$ cat src/rtl/codec_input_capture.sv
// Receive-side capture of codec ADC samples: one sample per frame edge,
// buffered in a small FIFO and handed downstream over valid/ack.
module codec_input_capture #(
   parameter int WIDTH      = 16,
   parameter int DEPTH_LOG2 = 2,
   parameter int CNT_WIDTH  = 8
) (
   input  logic                  clk,
   input  logic                  reset,
   input  logic                  new_frame,
   input  logic [WIDTH-1:0]      adc_sample_in,
   input  logic                  enable,
   output logic [WIDTH-1:0]      sample_out,
   output logic                  sample_valid,
   input  logic                  sample_ack,
   output logic [DEPTH_LOG2:0]   fifo_level,
   output logic [CNT_WIDTH-1:0]  overflow_count
);

   localparam int DEPTH = 2 ** DEPTH_LOG2;
   localparam logic [DEPTH_LOG2:0]   FULL_LEVEL = (DEPTH_LOG2 + 1)'(DEPTH);
   localparam logic [DEPTH_LOG2:0]   LVL_ONE    = (DEPTH_LOG2 + 1)'(1);
   localparam logic [DEPTH_LOG2-1:0] PTR_ONE    = DEPTH_LOG2'(1);
   localparam logic [CNT_WIDTH-1:0]  CNT_ONE    = CNT_WIDTH'(1);

   logic [WIDTH-1:0]      mem [DEPTH];
   logic [DEPTH_LOG2-1:0] wr_ptr;
   logic [DEPTH_LOG2-1:0] rd_ptr;
   logic [DEPTH_LOG2:0]   level;
   logic                  nf_q;

   logic frame_strobe;
   logic candidate;
   logic full;
   logic pop;
   logic wr_en;
   logic drop;

   // Handshake: sample_valid is high whenever the FIFO holds data and then
   // sample_out shows the head; the head is consumed on any clock edge where
   // sample_ack and sample_valid are both high. Ack without valid is ignored.
   always_comb begin
      frame_strobe = new_frame & ~nf_q;
      candidate    = frame_strobe & enable;
      full         = (level == FULL_LEVEL);
      pop          = sample_ack & sample_valid;
      // A full FIFO can still accept when the head leaves on the same edge.
      wr_en        = candidate & (~full | pop);
      drop         = candidate & full & ~pop;
   end

   always_ff @(posedge clk or negedge reset) begin
      if (!reset) begin
         nf_q           <= 1'b1;
         wr_ptr         <= '0;
         rd_ptr         <= '0;
         level          <= '0;
         overflow_count <= '0;
      end else begin
         nf_q <= new_frame;
         if (wr_en) wr_ptr <= wr_ptr + PTR_ONE;
         if (pop)   rd_ptr <= rd_ptr + PTR_ONE;
         if (wr_en && !pop)
            level <= level + LVL_ONE;
         else if (!wr_en && pop)
            level <= level - LVL_ONE;
         if (drop && (overflow_count != '1))
            overflow_count <= overflow_count + CNT_ONE;
      end
   end

   // Storage needs no reset: empty slots are masked from sample_out.
   always_ff @(posedge clk) begin
      if (wr_en) mem[wr_ptr] <= adc_sample_in;
   end

   always_comb begin
      sample_valid = (level != '0);
      sample_out   = sample_valid ? mem[rd_ptr] : '0;
      fifo_level   = level;
   end

endmodule

$ cat config.mk
export PLATFORM = sky130hd
export DESIGN_NAME = codec_input_capture
export DESIGN_NICKNAME = d
export VERILOG_FILES = /design/src/rtl/codec_input_capture.sv
export SDC_FILE = /design/constraint.sdc
export NUM_CORES = 1
export LEC_CHECK = 0
export ABC_AREA = 1
export ABC_CLOCK_PERIOD_IN_PS = 2500
export CAP_MARGIN = 25
export CELL_PAD_IN_SITES_DETAIL_PLACEMENT = 0
export CELL_PAD_IN_SITES_GLOBAL_PLACEMENT = 2
export CORE_MARGIN = 1.5
export CORE_UTILIZATION = 35
export DETAILED_ROUTE_END_ITERATION = 8
export PLACE_DENSITY = 0.84
export SYNTH_ARGS = -nofsm -noshare
export SYNTH_HDL_FRONTEND = slang
export SYNTH_SLANG_ARGS = --single-unit
$ cat constraint.sdc
create_clock -name clk -period 2.5 [get_ports clk]
set_input_delay 0.25 -clock clk [delete_from_list [all_inputs] [get_ports clk]]
set_output_delay 0.25 -clock clk [all_outputs]
set_load 0.02 [all_outputs]
==> impl_metrics.tcl <==
set metrics [dict create \
    swShare_pct 37.43 \
    die_h_um 102.4 \
    hold_buffers 0 \
    rr_endpoint "fifo_level[2]" \
    vias 2328 \
    die_w_um 102.4 \
    cts_tree "done" \
    pwr_density_cell_mw_per_mm2 1064 \
    slew_headroom_pct 46.38 \
    synthMuxAreaShare_pct 0.3254 \
    grt_max_degree 25 \
    synth_compound_area_share_pct 7.809 \
    r2r_start "fifo_level[2]" \
    seq_power_share_pct 36.6 \
    gp_congestion 0.6963 \
    worstSetupPathType "flop to primary output" \
    power_frac_clock_pct 21.1 \
    vias_per_cell 4.601 \
    design.core.area_mm2 0.009684 \
    clock_latency_ps 350 \
    synthSimpleGateAreaFrac_pct 16.09 \
    n_antenna_cell 0 \
    antenna_left 0 \
    min_path_type "primary input to flop" \
    pre_cts_ws_ps 136.3 \
    antenna_found_initial 0 \
    max_cap_violations 0 \
    rows 36 \
    yosysWarnings 0 \
    cts_buffers 9 \
    required_ps 2250 \
    cts_buffer_depth 2 \
    fin_tns_setup_ps 0 \
    fin_crit_sh_pct 92.45 \
    hold_violations 0 \
    synth_adder_area_share_pct 2.748 \
    postSynthCellCount 311 \
    synth_top_family_by_area "simple AND/OR/NAND/NOR gates" \
    maxSlewViolCount 0 \
    p_leak_nw 1.589 \
    setup.worst_path.end_class "primary output" \
    syn_to_final_growth_pct 24.33 \
    fin_ws_ps 188.7 \
    clkSinkCount 80 \
    gr-usage-all-layers_pct 14.80 \
    p_int_mw 2.865 \
    initial_core_util_pct 35.74 \
    p_sw_mw 1.713 \
    dp_cells 490 \
    firstDrtPassIters 4 \
    rrSetupSlack_ps 410 \
    routedWlPerCell_um 13.93 \
    period_needed_ps 2311 \
    drtIter0Drc 75 \
    path_depth 5 \
    rsz0062_at_grt "false" \
    hpwl_um 4414 \
    layout-drive-gt1-share_pct 10.99 \
    ir_worst_vdd_v 0.0005194 \
    htree_levels 3 \
    routed_wirelength_um 7051 \
    grt-ovfl-total 0 \
    cts_root_buffer "clkbuf_8" \
    setup_viol 0 \
    status "completed" \
    worst_pin_slew_ps 801.8 \
    fin_skew_ps 9.882 \
    grt_pass1_wl_um 11320 \
    synth.avg_cell_area_um2 11.13 \
    pin_count 49 \
    arrival_ps 2060 \
    endpoint "sample_out[1]" \
    fin_cells 506 \
    cp-start-kind "flop" \
    synth_nets 339 \
    synth_top_area_cell "edfxtp_1" \
    utilization_pct 44.43 \
    comb_power_share_pct 42.3 \
    drc 0 \
    crit_buf_inv 2 \
    synth_cell_types 27 \
    crit_start "rd_ptr[1]" \
    path_delay_family "buffers and inverters" \
    fp.dieArea_mm2 0.01049 \
    slowest_delay_ps 640 \
    crit_path_cell_trace "buf_4, nor2_1, o21ai_0, a21oi_1, clkdlybuf4s50_1" \
    ys_ff_latch 80 \
    path_clk_slew_ps 80 \
    synth_xor_area_share_pct 1.518 \
    worstPathMaxFanout 15 \
    max_freq_ghz 0.4327 \
    ys_seq_area_share_pct 67.14 \
    syn_area_mm2 0.003461 \
    grt_pass1_vias 2266 \
    ys_top_cells_by_area "edfxtp_1 56%, dfrtp_1 11%, nor2_1 8.0%, o21ai_0 4.8%, nand2_1 4.7%" \
    whs_ps 324.4 \
    nets 396 \
    reg2regPathDepth 11 \
    synth.top_cell.area_share_pct 55.53 \
    io_buffers 48 \
    critPathSlowestCell "clkdlybuf4s50_1" \
]
==> cells by family after synthesis <==
family,after synthesis
xor+xnor,6
compound gates,54
fa+ha+maj,7
simple gates,134
mux,1
buf+inv,29
flops,80
==> worst min path at each step <==
stage	from	endpoint	slack [ps]	cells past startpoint
finish	new_frame	nf_q	320	1
global route	new_frame	nf_q	320	1
CTS	new_frame	nf_q	320	1
detailed placement	overflow_count[7]	overflow_count[7]	540	2
global placement	overflow_count[7]	overflow_count[7]	530	2
floorplan	reset	fifo_level[0]	-50	0
==> cell type report <==
cell class | instances | area [um2]
clock buffer | 9 | 123.9
multi-input combinational | 202 | 985.9
fill | 913 | 5381
clock inverter | 7 | 80.08
timing repair buffer | 57 | 551.8
inverter | 18 | 71.32
sequential | 80 | 2323
tap | 133 | 166.4
==> metal layers <==
metal  GRT usage, %  vias to the layer above  routed length [um]
met5              0                        -                   0
met4          6.849                        0                 117
met3          2.941                       11                 330
met2          23.59                       56                3377
met1          19.56                     1102                3226
li1               -                     1159                   -
==> cells in the final DEF (no fill, tap or decap), types with 2 or more instances in the layout <==
cell             netlist  routed
buf_4                  3       8
a21oi_1               18      18
nor2_2                 4       4
xnor2_1                3       3
dfrtp_1               15      15
nor2_4                 2       2
inv_1                 15      15
nand2_1               43      43
nand2_2                4       4
xor2_1                 3       3
nor2_1                74      74
clkinv_4               0       3
nand3_1                4       4
o21ai_0               33      33
clkbuf_8               0       9
ha_1                   6       6
o21ai_1                3       3
edfxtp_1              64      64
clkdlybuf4s50_1        0      48
==> per-stage QoR <==
stage	instance area, um2	power [mW]
3_5_place_dp	4094	3.651
5_1_grt	4303	4.885
4_1_cts	4298	4.622
3_3_place_gp	4094	3.632
2_1_floorplan	3461	2.895
6_report	4303	4.578
==> cells in the mapped netlist, drive strengths merged <==
| library cell | instances |
|---|---|
| nor2 | 80 |
| edfxtp | 64 |
| nand2 | 48 |
| o21ai | 36 |
| a21oi | 18 |
| inv | 18 |
| dfrtp | 15 |
| buf | 9 |
| ha | 6 |
| nand3 | 4 |
| xnor2 | 3 |
| xor2 | 3 |
| clkbuf | 2 |
| dfstp | 1 |
| fa | 1 |
| mux2 | 1 |
| nand3b | 1 |
| or2 | 1 |
==> flip-flops by register name, indices dropped and copies added, names as in the netlist <==
register	count
fifo_level	3
mem	64
nf_q	1
overflow_count	8
rd_ptr	2
wr_ptr	2
==> timing repair <==
item / 4_1_cts / 5_1_grt
setup buffers: 0 / 0
gates resized for setup: 0 / 2
endpoints found under the setup margin: 0 / 4
==> worst reg2reg max path, cell delays in order, from the launching register on <==
cell and delay [ps]:
dfrtp_1 400, inv_1 140, nor2_2 60, nand2_2 80, nand2_2 90, inv_1 110
ha_1 150, inv_1 60, fa_1 380, or2_2 300, nand2_1 90, xor2_1 150
==> power by group through the flow <==
| stage | sequential, mW | combinational [mW] | clock (mW) |
|---|---|---|---|
| after global placement | 1.70 | 1.93 | 0 |
| after global routing | 1.69 | 2.14 | 1.05 |
| after detailed placement | 1.70 | 1.95 | 0 |
| final | 1.68 | 1.94 | 0.967 |
| after CTS | 1.67 | 1.96 | 0.986 |
| after floorplan | 1.72 | 1.17 | 0 |
Power figures use the tool's default switching activity.
